==> config.mk <==
export PLATFORM = sky130hd
export DESIGN_NAME = motor_pwm_rampa
export DESIGN_NICKNAME = d
export VERILOG_FILES = /design/src/rtl/motor_pwm_rampa_pkg.sv /design/src/rtl/motor_pwm_rampa_divisor_tick.sv /design/src/rtl/motor_pwm_rampa.sv
export SDC_FILE = /design/constraint.sdc
export NUM_CORES = 1
export LEC_CHECK = 0
export BUFFER_PORTS_ARGS = -buffer_cell sky130_fd_sc_hd__buf_2
export CAP_MARGIN = 40
export CORE_MARGIN = 5
export CORE_UTILIZATION = 59
export CTS_BUF_LIST = sky130_fd_sc_hd__clkbuf_8
export CTS_CLUSTER_DIAMETER = 200
export DETAILED_ROUTE_END_ITERATION = 10
export PLACE_DENSITY = 0.79
export SLEW_MARGIN = 30
export SYNTH_ARGS = -nofsm -noshare
export SYNTH_HDL_FRONTEND = slang
export SYNTH_SLANG_ARGS = --single-unit
==> constraint.sdc <==
create_clock -name clk -period 3.1 [get_ports clk]
set_input_delay 0 -clock clk [delete_from_list [all_inputs] [get_ports clk]]
set_output_delay 0 -clock clk [all_outputs]
set_load 0.05 [all_outputs]
==> src/rtl/motor_pwm_rampa_pkg.sv <==
// Shared types and constants for the motor soft-start PWM stage.
package motor_pkg;

  typedef enum logic [1:0] {
    IDLE     = 2'd0,
    SUBIENDO = 2'd1,
    ESTABLE  = 2'd2,
    BAJANDO  = 2'd3
  } estado_pwm_t;

  localparam logic [6:0] DUTY_30  = 7'd30;
  localparam logic [6:0] DUTY_50  = 7'd50;
  localparam logic [6:0] DUTY_100 = 7'd100;
  localparam logic [6:0] PWM_TOP  = 7'd99;

  // Position of the duty value relative to its target decides the state.
  function automatic estado_pwm_t clasifica(input logic [6:0] duty,
                                            input logic [6:0] target);
    if (duty == target) return (target == 7'd0) ? IDLE : ESTABLE;
    else if (duty < target) return SUBIENDO;
    else return BAJANDO;
  endfunction

endpackage

==> src/rtl/motor_pwm_rampa_divisor_tick.sv <==
// Free-running clock divider: one-clock tick every DIV clocks, first tick DIV clocks after reset.
module divisor_tick #(
  parameter int unsigned DIV = 10
) (
  input  logic clk,
  input  logic reset,
  output logic tick
);

  localparam int unsigned W = (DIV > 1) ? $clog2(DIV) : 1;
  localparam logic [W-1:0] TOP = W'(DIV - 1);

  logic [W-1:0] cnt_q, cnt_d;

  assign tick = (cnt_q == TOP);

  always_comb begin
    cnt_d = cnt_q + 1'b1;
    if (tick) cnt_d = '0;
  end

  always_ff @(posedge clk or posedge reset) begin
    if (reset) cnt_q <= '0;
    else       cnt_q <= cnt_d;
  end

endmodule

==> src/rtl/motor_pwm_rampa.sv <==
// Motor PWM stage: ramps duty toward the requested level and drives a shadowed 100-count PWM.
// Macro SOFT_RAMP_EN: defined = 1 %/tick ramp; undefined = duty jumps to target on the next ramp tick.
//
// state    | meaning
// IDLE     | duty = 0, target = 0
// SUBIENDO | duty below target, stepping up on ramp ticks
// ESTABLE  | duty = target > 0, holding
// BAJANDO  | duty above target, stepping down on ramp ticks
module motor_pwm_rampa
  import motor_pkg::*;
#(
  parameter int unsigned PRESCALE = 10,
  parameter int unsigned RAMP_DIV = 1000
) (
  input  logic       clk,
  input  logic       reset,
  input  logic       out_30,
  input  logic       out_50,
  input  logic       out_100,
  output logic       pwm,
  output logic [6:0] duty,
  output logic       busy,
  output logic       fault
);

  logic        tick_pre, tick_rampa;
  logic [6:0]  target, duty_step;
  logic        ilegal;

  estado_pwm_t estado_q, estado_d;
  logic [6:0]  duty_q, duty_d;
  logic [6:0]  duty_sh_q, duty_sh_d;
  logic [6:0]  cnt_q, cnt_d;
  logic        pwm_q, fault_q;

  divisor_tick #(.DIV(PRESCALE)) u_div_pre (
    .clk   (clk),
    .reset (reset),
    .tick  (tick_pre)
  );

  divisor_tick #(.DIV(RAMP_DIV)) u_div_rampa (
    .clk   (clk),
    .reset (reset),
    .tick  (tick_rampa)
  );

  always_comb begin
    target = 7'd0;
    ilegal = 1'b0;
    case ({out_100, out_50, out_30})
      3'b000:  target = 7'd0;
      3'b001:  target = DUTY_30;
      3'b010:  target = DUTY_50;
      3'b100:  target = DUTY_100;
      default: ilegal = 1'b1;
    endcase
  end

  always_comb begin
`ifdef SOFT_RAMP_EN
    duty_step = duty_q;
    if (duty_q < target && duty_q < DUTY_100) duty_step = duty_q + 7'd1;
    else if (duty_q > target && duty_q != 7'd0) duty_step = duty_q - 7'd1;
`else
    duty_step = target;
`endif
    duty_d   = tick_rampa ? duty_step : duty_q;
    // State follows the post-tick duty, so a target change never costs an extra tick.
    estado_d = clasifica(duty_d, target);
  end

  always_ff @(posedge clk or posedge reset) begin
    if (reset) begin
      estado_q <= IDLE;
      duty_q   <= 7'd0;
      fault_q  <= 1'b0;
    end else begin
      estado_q <= estado_d;
      duty_q   <= duty_d;
      fault_q  <= ilegal;
    end
  end

  always_comb begin
    cnt_d     = cnt_q;
    duty_sh_d = duty_sh_q;
    if (tick_pre) begin
      if (cnt_q == PWM_TOP) begin
        cnt_d     = 7'd0;
        duty_sh_d = duty_q;
      end else begin
        cnt_d = cnt_q + 7'd1;
      end
    end
  end

  always_ff @(posedge clk or posedge reset) begin
    if (reset) begin
      cnt_q     <= 7'd0;
      duty_sh_q <= 7'd0;
      pwm_q     <= 1'b0;
    end else begin
      cnt_q     <= cnt_d;
      duty_sh_q <= duty_sh_d;
      pwm_q     <= (cnt_q < duty_sh_q);
    end
  end

  assign pwm   = pwm_q;
  assign duty  = duty_q;
  assign busy  = (estado_q != IDLE) && (estado_q != ESTABLE);
  assign fault = fault_q;

endmodule

Yosys cells after proc, flatten, opt, wreduce, memory -nomap -nowiden
Cells that the tools add are included.

storage, ports and cells
  register bits after elaboration = 39
  input bits = 5
  output and inout port bits = 10

cells by class
  add/sub/neg operators = 3
  order comparisons = 2
  equality and inequality tests = 8
  multiplexer cells = 9
  reduce and logical (&&, ||, !) cells = 6

operators with widths
  kind                                                                   count
  7-bit one-hot mux with 3 select lines                                  1
  7-bit < comparator                                                     2
  7-bit two-way mux                                                      2
  10-bit by 1-bit adder with 10-bit output, second input constant        1
  10-bit equality test, second input constant                            1
  10-bit two-way mux                                                     1
  7-bit by 1-bit adder with 7-bit output, second input constant          1
  7-bit equality test                                                    1
  7-bit equality test, second input constant                             1
  7-bit logical NOT                                                      1
  2-bit two-way mux                                                      3
  4-bit by 1-bit adder with 4-bit output, second input constant          1
  4-bit equality test, second input constant                             1
  4-bit two-way mux                                                      1
  4-bit OR reduction                                                     1
  3-bit by 1-bit equality test with 1-bit output, second input constant  1
  3-bit by 2-bit equality test with 1-bit output, second input constant  1
  3-bit equality test, second input constant                             1
  3-bit logical NOT                                                      1
  2-bit inequality test, second input constant                           1
  2-bit AND reduction                                                    1
  2-bit nonzero test                                                     1
  1-bit logical AND                                                      1
  1-bit two-way mux                                                      1

Logic depth before layout (Yosys ltp)
Gate-level depths: netlist (run 1).

  word-level depth = 6
  gate-level depth with buffers = 10

Cells and area by module
From an unflattened synthesis (run 1), not the netlist that was laid out.

second synthesis, totals
  cell total of the unflattened synthesis = 179
  area, all modules = 1,955.6 um^2

modules (own cells, without submodules)
  module                       instances  cells an instance  area an instance (um^2)  sequential area each (um^2)
  motor_pwm_rampa              1          116                1,273.7                  600.6
  divisor_tick at u_div_rampa  1          47                 506.7                    250.2
  divisor_tick at u_div_pre    1          16                 175.2                    100.1

Least setup slack after synthesis (run 1)
No wires, ideal clock.

  kind = reg2reg
  start point = register u_div_rampa.cnt_q[0]
  end point = register estado_q[0]
  arrival time = 2.173 ns
  required time = 2.976 ns
  setup slack = 0.803 ns
  stages on the path, launching flop included = 11
  clock period less this slack = 2.297 ns
  cell sequence = dfrtp_1 > ha_1 > nand4b_1 > or3_1 > buf_2 > clkbuf_1 > nand2_1 > o21ai_0 > ha_1 > nand4_1 > a211o_1

on the way
  longest elaborated chain between the ends = 4

ends and longest elaborated chain
  element                 RTL line                            text
  start, declared         motor_pwm_rampa_divisor_tick.sv:13  logic [W-1:0] cnt_q, cnt_d;
  start signal, assigned  motor_pwm_rampa_divisor_tick.sv:24  else cnt_q <= cnt_d;
  10-bit equality test    motor_pwm_rampa_divisor_tick.sv:15  assign tick = (cnt_q == TOP);
  7-bit two-way mux       motor_pwm_rampa.sv:68               duty_d = tick_rampa ? duty_step : duty_q;
  net duty_d[5]           motor_pwm_rampa.sv:31               logic [6:0] duty_q, duty_d;
  7-bit equality test     motor_pwm_rampa_pkg.sv:19           if (duty == target) return (target == 7'd0) ? IDLE : ESTABLE;
  2-bit two-way mux       motor_pwm_rampa_pkg.sv:19
  net estado_d[0]         motor_pwm_rampa.sv:30               estado_pwm_t estado_q, estado_d;
  end signal, assigned    motor_pwm_rampa.sv:79               estado_q <= estado_d;
  end, declared           motor_pwm_rampa.sv:30

The timed path passes the listed nets, and every way through them passes these cells.
A chain may end at the register's enable or synchronous reset.

Worst setup path in the final report (run 1)
Same ends and word-level chain as after synthesis.

==> summary.md, run 1 <==
| Metric | Value |
|---|---|
| Critical Path End Type | register |
| Share of synthesized area occupied by flip-flops and latches | 50.70% |
| Longest Clk Path Bufs | 2 |
| Die Outline Area | 4406 um2 |
| Vias in the first global route | 1326 |
| Post-cts repair resize count | 0 |
| Average vias per placed instance | 5.545 |
| Worst endpoint required time | 3.27 ns |
| Type of the worst setup path | register to register |
| Effective utilization at floorplan | 61.43% |
| Synth Register Bits | 38 |
| Clk_skew | 0.002211 ns |
| Total length of routed wires | 3376 um |
| Clock tree from TritonCTS | built |
| Net switching share of the total power | 23.44% |
| Initial antenna violation count | 0 |
| Critical Path Sink | estado_q[0]$_DFF_PP0_ |
| Number of antenna cells inserted | 0 |
| Final Non-Filler Cells | 235 |
| Post-route fraction of the period consumed by the critical path | 80.24% |
| Number of nets produced by synthesis | 190 |
| Gr ovfl total | 0 |
| Proportion of register bits with asynchronous set or reset after synthesis | 100.0% |
| Max VDD drop | 0.3883 mV |
| Top-level port count | 15 |
| Routability Congestion | 0.8233 |
| Vertical die dimension | 66.38 um |
| Portion of total power attributed to the clock network | 36.8% |
| Total net switching power | 0.2028 mW |
| Wire length of the first global-routing pass | 5844 um |
| Number of detailed-routing iterations run before antenna repair | 4 |
| WHS Path Cells | 2 |
| FF-to-FF setup slack | 0.61 ns |
| Number of rows created at floorplan | 20 |
| Placed cell count | 227 |
| Fraction of layout cells with a size suffix above 1 | 16.75% |
| Worst slew margin relative to its limit | 50.46% |
| Mean instance size in the synthesized netlist | 10.97 um2 |
| Total power consumption of the routed design | 0.8653 mW |
| Layout overhead on the synthesized area | 11.27% |
| Vias | 1303 |
| Root Buffer | sky130_fd_sc_hd__clkbuf_8 |
| Distinct cell type count of the synthesized netlist | 35 |
| Synthesis Warnings | 0 |
| WL/cell | 14.37 um |
| HPWL reported at the end of detailed placement | 2558 um |
| Power Internal | 0.6625 mW |
| Element type at the critical path start | register |
| Worst EP arrival | 2.66 ns |
| Sequential power share | 57.9% |
| Crit. Startpoint | u_div_rampa.cnt_q[0]$_DFF_PP0_ |
| Run status | completed |
| First-iteration detailed-routing DRC count | 120 |
| Number of nets in the layout | 210 |
| Pin count of the biggest net entering global routing | 39 |
| Area share of the largest cell type after synthesis | 50.70% |
| Critical register-to-register path startpoint | u_div_rampa.cnt_q[0]$_DFF_PP0_ |
| Die X | 66.38 um |
| Number of sinks handled by clock tree synthesis | 38 |
| Cells after Synth | 171 |
| DRC | 0 |
| Max-slew violation count | 0 |
| Dominant synthesized flop cell | sky130_fd_sc_hd__dfrtp_1 |
| Dominant cells by area after synthesis | sky130_fd_sc_hd__dfrtp_1, sky130_fd_sc_hd__ha_1, sky130_fd_sc_hd__mux2_2 |
| Number of clock buffers inserted by TritonCTS | 5 |
| Remaining antenna violation count after routing | 0 |
| Power per unit of standard cell area | 414.6 nW/um2 |
| Maximum fanout along the worst path | 15 |
| EDFF count, synth | 0 |
| Number of endpoints with negative hold slack in the final report | 0 |
| Max-capacitance violation count | 0 |
| Leak | 0.9916 nW |
| Hold Path Class | input pin to register |
| H-tree depth | 2 |
| Measured slew at the worst slew-check pin | 0.7374 ns |
| Post-synth top area cell | sky130_fd_sc_hd__dfrtp_1 |
| Source-to-sink clock delay at the later pin of the worst-skew pair | 0.29 ns |
| Depth of the most critical reg-to-reg path | 8 |
| Number of I/O port buffers | 14 |
| Final Setup Violations | 0 |
| Achievable Freq | 402.0 MHz |
| Total standard cell area after synthesis | 1876 um2 |
| Minimum clock period after layout | 2.487 ns |
| Placeable core area | 3053 um2 |
| Worst R2R End | estado_q[0]$_DFF_PP0_ |
| Post-CTS clock slew at the launch and capture registers of the worst setup and hold paths | 0.07 ns |
| Final setup TNS | 0 ns |
| Total routing resource utilization after global routing | 17.92% |
| Post-CTS setup buffers | 0 |
| Fraction of power consumed by combinational cells | 5.4% |
| RSZ-0062 raised after global routing | false |
==> power groups by stage <==
stage / registers [mW] / logic, mW / clock network, mW
global placement: 0.510 / 0.0438 / 0
global route: 0.501 / 0.0518 / 0.345
CTS: 0.501 / 0.0474 / 0.325
floorplan: 0.521 / 0.0199 / 0
detailed placement: 0.511 / 0.0462 / 0
finish: 0.501 / 0.0464 / 0.318
==> repair_timing <==
item	4_1_cts	5_1_grt
endpoints found under the setup margin	0	0
endpoints found under the hold margin	38	0
hold buffers	1	0
==> layout by cell type, fill, tap and decap left out, types with 4 or more instances in the layout <==
cell / count
sky130_fd_sc_hd__a21oi_1: 4
sky130_fd_sc_hd__ha_1: 14
sky130_fd_sc_hd__a21o_1: 4
sky130_fd_sc_hd__and3_1: 5
sky130_fd_sc_hd__nand3_1: 4
sky130_fd_sc_hd__buf_2: 14
sky130_fd_sc_hd__clkbuf_8: 5
sky130_fd_sc_hd__nor3_1: 4
sky130_fd_sc_hd__inv_1: 12
sky130_fd_sc_hd__nor2_1: 9
sky130_fd_sc_hd__o21ai_0: 5
sky130_fd_sc_hd__nand4_1: 5
sky130_fd_sc_hd__xnor2_1: 9
sky130_fd_sc_hd__mux2_2: 9
sky130_fd_sc_hd__nand2_1: 15
sky130_fd_sc_hd__dfrtp_1: 38
==> layer usage <==
layer	vias up	track usage (%)	routed length [um]
met1	635	20.83	1464
met5	-	0	0
li1	635	-	-
met4	0	6.091	24
met2	31	30.48	1750
met3	2	6.293	136
==> sequential cells by signal, summed over array words and instances, names as in the netlist <==
name               flops
u_div_rampa.cnt_q     10
cnt_q                  7
duty                   7
duty_sh_q              7
u_div_pre.cnt_q        4
estado_q               1
fault                  1
pwm                    1
==> critical path, stage by stage, from the launching register on <==
cell and delay [ns]:
sky130_fd_sc_hd__dfrtp_1 0.39, sky130_fd_sc_hd__ha_1 0.24, sky130_fd_sc_hd__nand4b_1 0.17, sky130_fd_sc_hd__or3_1 0.58, sky130_fd_sc_hd__nand2_1 0.14, sky130_fd_sc_hd__o21ai_0 0.13
sky130_fd_sc_hd__ha_1 0.32, sky130_fd_sc_hd__nand4_1 0.10, sky130_fd_sc_hd__a211o_1 0.29
==> worst min-delay path by stage <==
stage	start	to	slack, ns
after floorplan	out_30	fault$_DFF_PP0_	0.16
after global placement	reset	cnt_q[6]$_DFFE_PP0N_	0.12
after detailed placement	reset	cnt_q[4]$_DFFE_PP0N_	0.13
after CTS	out_30	fault$_DFF_PP0_	0.04
after global routing	out_30	fault$_DFF_PP0_	0.03
final	out_30	fault$_DFF_PP0_	0.05
==> stage by stage <==
stage	hold slack (ns)	setup WS, ns	cell area [um2]	util (%)
2_1_floorplan	0.1580	0.8027	1876	-
3_3_place_gp	0.1242	0.8224	1998	65.45
3_5_place_dp	0.1340	0.6328	1998	65.45
4_1_cts	0.03931	0.6242	2087	68.36
5_1_grt	0.02932	0.4125	2087	68.36
6_report	0.05413	0.6125	2087	68.36
==> synth_stat cells (all sizes together) (2+ instances only) <==
| master | count |
|---|---|
| and3 | 5 |
| nand2 | 15 |
| nor4bb | 2 |
| o21ai | 7 |
| nand2b | 2 |
| nand3 | 4 |
| nand4b | 2 |
| mux2 | 9 |
| buf | 2 |
| and2 | 3 |
| nand4 | 5 |
| inv | 12 |
| clkbuf | 2 |
| nor2 | 9 |
| dfrtp | 38 |
| a21oi | 4 |
| or3 | 2 |
| nor3 | 4 |
| xnor2 | 9 |
| ha | 14 |
| xor2 | 3 |
| a21o | 4 |
| mux2i | 3 |
==> layout make-up <==
class / count / area (um2)
fill: 237 / 965.9
sequential: 38 / 950.9
multi-input combinational: 117 / 862.1
timing repair buffer: 17 / 95.09
clock buffer: 5 / 68.82
tap: 44 / 55.05
inverter: 12 / 45.04
clock inverter: 2 / 10.01
==> logic make-up (layout without fill, tap and decap cells) <==
group	Yosys count	in the layout	synth area share (%)
buf+inv	16	36	3.336
compound gates	23	23	8.073
flops	38	38	50.70
mux	12	12	7.005
xor+xnor	12	12	5.604
fa+ha+maj	15	15	9.873
simple gates	55	55	15.41
(Power assumes the default switching activity.)
==> inputs of run 2 (changes only) <==
--- a/config.mk
+++ b/config.mk
@@ -8,11 +8,11 @@
 export BUFFER_PORTS_ARGS = -buffer_cell sky130_fd_sc_hd__buf_2
 export CAP_MARGIN = 40
 export CORE_MARGIN = 5
-export CORE_UTILIZATION = 59
+export CORE_UTILIZATION = 55
 export CTS_BUF_LIST = sky130_fd_sc_hd__clkbuf_8
 export CTS_CLUSTER_DIAMETER = 200
 export DETAILED_ROUTE_END_ITERATION = 10
-export PLACE_DENSITY = 0.79
+export PLACE_DENSITY = 0.77
 export SLEW_MARGIN = 30
 export SYNTH_ARGS = -nofsm -noshare
 export SYNTH_HDL_FRONTEND = slang
==> constraint.sdc (replaced) <==
create_clock -name clk -period 2.2 [get_ports clk]
set_input_delay 0 -clock clk [delete_from_list [all_inputs] [get_ports clk]]
set_output_delay 0 -clock clk [all_outputs]
set_load 0.05 [all_outputs]
==> run 2 against run 1 <==
  * Die area rose by 6.2%
  * Non-clock buffer count rose by 10
  * Clock skew rose by 0.0075 ns
  * Combinational power rose by 38%
  * Sequential power rose by 41%
  * Hold slack got worse by 0.034 ns
==> summary.md, run 2 (synthesized netlist as in run 1, its figures left out) <==
| Metric | Value |
|---|---|
| Clock tree from TritonCTS | built |
| Critical Path End Type | register |
| Routing layer with the top usage in global route | met2 |
| Element type at the critical path start | register |
| DRC | 0 (unchanged) |
| Post-route fraction of the period consumed by the critical path | 95.47% (+15 points) |
| Number of antenna cells inserted | 0 (unchanged) |
| WL/cell | 13.94 um (-2.9%) |
| Max reg flops | 10 (unchanged) |
| Worst slew margin relative to its limit | 57.59% (+7.1 points) |
| Power per unit of standard cell area | 570.4 nW/um2 (+38%) |
| Maximum fanout along the worst path | 7 (-8) |
| M1 GR Usage | 21.31% (+0.47 points) |
| Remaining antenna violation count after routing | 0 (unchanged) |
| Number of clock buffers inserted by TritonCTS | 5 (unchanged) |
| Met3 Track Usage GR | 5.090% (-1.2 points) |
| HPWL reported at the end of detailed placement | 2376 um (-7.1%) |
| Minimum clock period after layout | 2.100 ns (-0.3871 ns) |
| Routability Congestion | 0.8298 (+0.79%) |
| Pin count of the biggest net entering global routing | 39 (unchanged) |
| Source-to-sink clock delay at the later pin of the worst-skew pair | 0.29 ns (about the same) |
| Number of sinks handled by clock tree synthesis | 38 (unchanged) |
| Wire length of the first global-routing pass | 5837 um (-0.12%) |
| Number of endpoints with negative hold slack in the final report | 0 (unchanged) |
| Worst EP arrival | 2.28 ns (-0.38 ns) |
| Register with the most flip-flops | u_div_rampa.cnt_q |
| Gr ovfl total | 0 (unchanged) |
| Measured slew at the worst slew-check pin | 0.6313 ns (-0.1061 ns) |
| Number of nets in the layout | 220 (+4.8%) |
| Vertical die dimension | 68.40 um (+3.0%) |
| Vias | 1332 (+2.2%) |
| Number of rows created at floorplan | 21 (+5.0%) |
| H-tree depth | 2 (unchanged) |
| Max-capacitance violation count | 0 (unchanged) |
| Max VDD drop | 0.5040 mV (+30%) |
| Achievable Freq | 476.1 MHz (+18%) |
| Total power consumption of the routed design | 1.254 mW (+45%) |
| Fraction of layout cells with a size suffix above 1 | 23.27% (+6.5 points) |
| Number of detailed-routing iterations run before antenna repair | 4 (unchanged) |
| First-iteration detailed-routing DRC count | 57 (-53%) |
| Hold Path Class | input pin to register |
| Initial antenna violation count | 0 (unchanged) |
| Vias in the first global route | 1310 (-1.2%) |
| Longest Clk Path Bufs | 2 (unchanged) |
| Die X | 68.40 um (+3.0%) |
| Effective utilization at floorplan | 56.65% (-4.8 points) |
| Total length of routed wires | 3458 um (+2.4%) |
| Routing usage on met2 | 26.94% (-3.5 points) |
| Placeable core area | 3311 um2 (+8.4%) |
| Type of the worst setup path | register to register |
| Most frequent cells in the layout | sky130_fd_sc_hd__dfrtp_1, sky130_fd_sc_hd__nand2_1, sky130_fd_sc_hd__buf_2 |
| Total routing resource utilization after global routing | 17.05% (-0.87 points) |
| Max-slew violation count | 0 (unchanged) |
| Layout overhead on the synthesized area | 17.21% |
| Clk_skew | 0.009706 ns (+0.007495 ns) |
| Final Setup Violations | 0 (unchanged) |
| Number of I/O port buffers | 14 (unchanged) |
| Commonest non-fill, non-tap cell in the layout | sky130_fd_sc_hd__dfrtp_1 |
| Root Buffer | sky130_fd_sc_hd__clkbuf_8 |
| Layout Utilization | 66.40% (-2.0 points) |
| Top-level port count | 15 (unchanged) |
| Leak | 1.049 nW (+5.8%) |
| Post-CTS clock slew at the launch and capture registers of the worst setup and hold paths | 0.07 ns (about the same) |
| Worst endpoint required time | 2.38 ns (-0.89 ns) |
| Run status | completed |
| Average vias per placed instance | 5.371 (-3.1%) |
| Die Outline Area | 4678 um2 (+6.2%) |
## run 2: changes by cell type in the layout (fill, tap and decap cells not counted), sizes merged
cell | previous run | this run
inv | 12 | 13
buf | 16 | 26
clkinv | 2 | 1
clkbuf | 5 | 6
## run 2: path summary, 6_finish.rpt
kind                                             endpoint  slack (ns)  cells after the start                           start
setup / recovery                    estado_q[0]$_DFF_PP0_         0.1                      7  u_div_rampa.cnt_q[0]$_DFF_PP0_
hold / removal                            fault$_DFF_PP0_        0.02                      2                          out_30
setup reg to reg                    estado_q[0]$_DFF_PP0_         0.1                      7  u_div_rampa.cnt_q[0]$_DFF_PP0_
hold reg to reg                  duty_sh_q[5]$_DFFE_PP0P_        0.51                      1        duty_sh_q[5]$_DFFE_PP0P_
max in group asynchronous  u_div_rampa.cnt_q[3]$_DFF_PP0_        1.51                      4                           reset
min in group asynchronous            cnt_q[2]$_DFFE_PP0N_        0.35                      4                           reset
## run 2: worst max-delay path: stages, from the launching register on
cell,delay [ns]
sky130_fd_sc_hd__dfrtp_1,0.39
sky130_fd_sc_hd__ha_2,0.20
sky130_fd_sc_hd__nand4b_1,0.13
sky130_fd_sc_hd__or3_4,0.44
sky130_fd_sc_hd__a21o_1,0.22
sky130_fd_sc_hd__ha_1,0.27
sky130_fd_sc_hd__nand4_1,0.09
sky130_fd_sc_hd__a211o_1,0.27
## run 2: what timing repair did
action,in CTS,in global routing
buffers inserted,0,7
setup endpoints to repair,1,1
hold buffers,1,0
gates resized for setup,1,7
pin swaps,0,1
hold endpoints to repair,38,0
## run 2: metal layers
metal / part of all wire, % / wire length, um
met3: 5.2 / 179
met2: 49 / 1697
met4: 2.0 / 70
met5: 0 / 0
met1: 44 / 1510
## run 2: where the power goes
group,switching [mW],internal (mW),total [mW]
registers,0.00365,0.702,0.706
clock network,0.236,0.248,0.484
logic,0.0459,0.0182,0.0641
## run 2: cell type report
type | instances | area [um2]
clock buffer | 6 | 82.58
clock inverter | 2 | 8.758
fill | 263 | 1112
inverter | 12 | 45.04
multi-input combinational | 117 | 879.6
sequential | 38 | 950.9
tap | 46 | 57.56
timing repair buffer | 27 | 173.9
## run 2: through the flow
step | TNS (ns) | hold WS, ns | setup WS, ns | instances | cell area [um2]
finish | 0 | 0.02038 | 0.09962 | 248 | 2198
global route | -0.007380 | 0.03796 | -0.007380 | 248 | 2198
CTS | 0 | 0.01809 | 0.09480 | 241 | 2132
detailed placement | 0 | 0.1329 | 0.01419 | 232 | 2026
global placement | 0 | 0.1266 | 0.09811 | 232 | 2026
floorplan | 0 | 0.1580 | 0.03668 | 171 | 1894
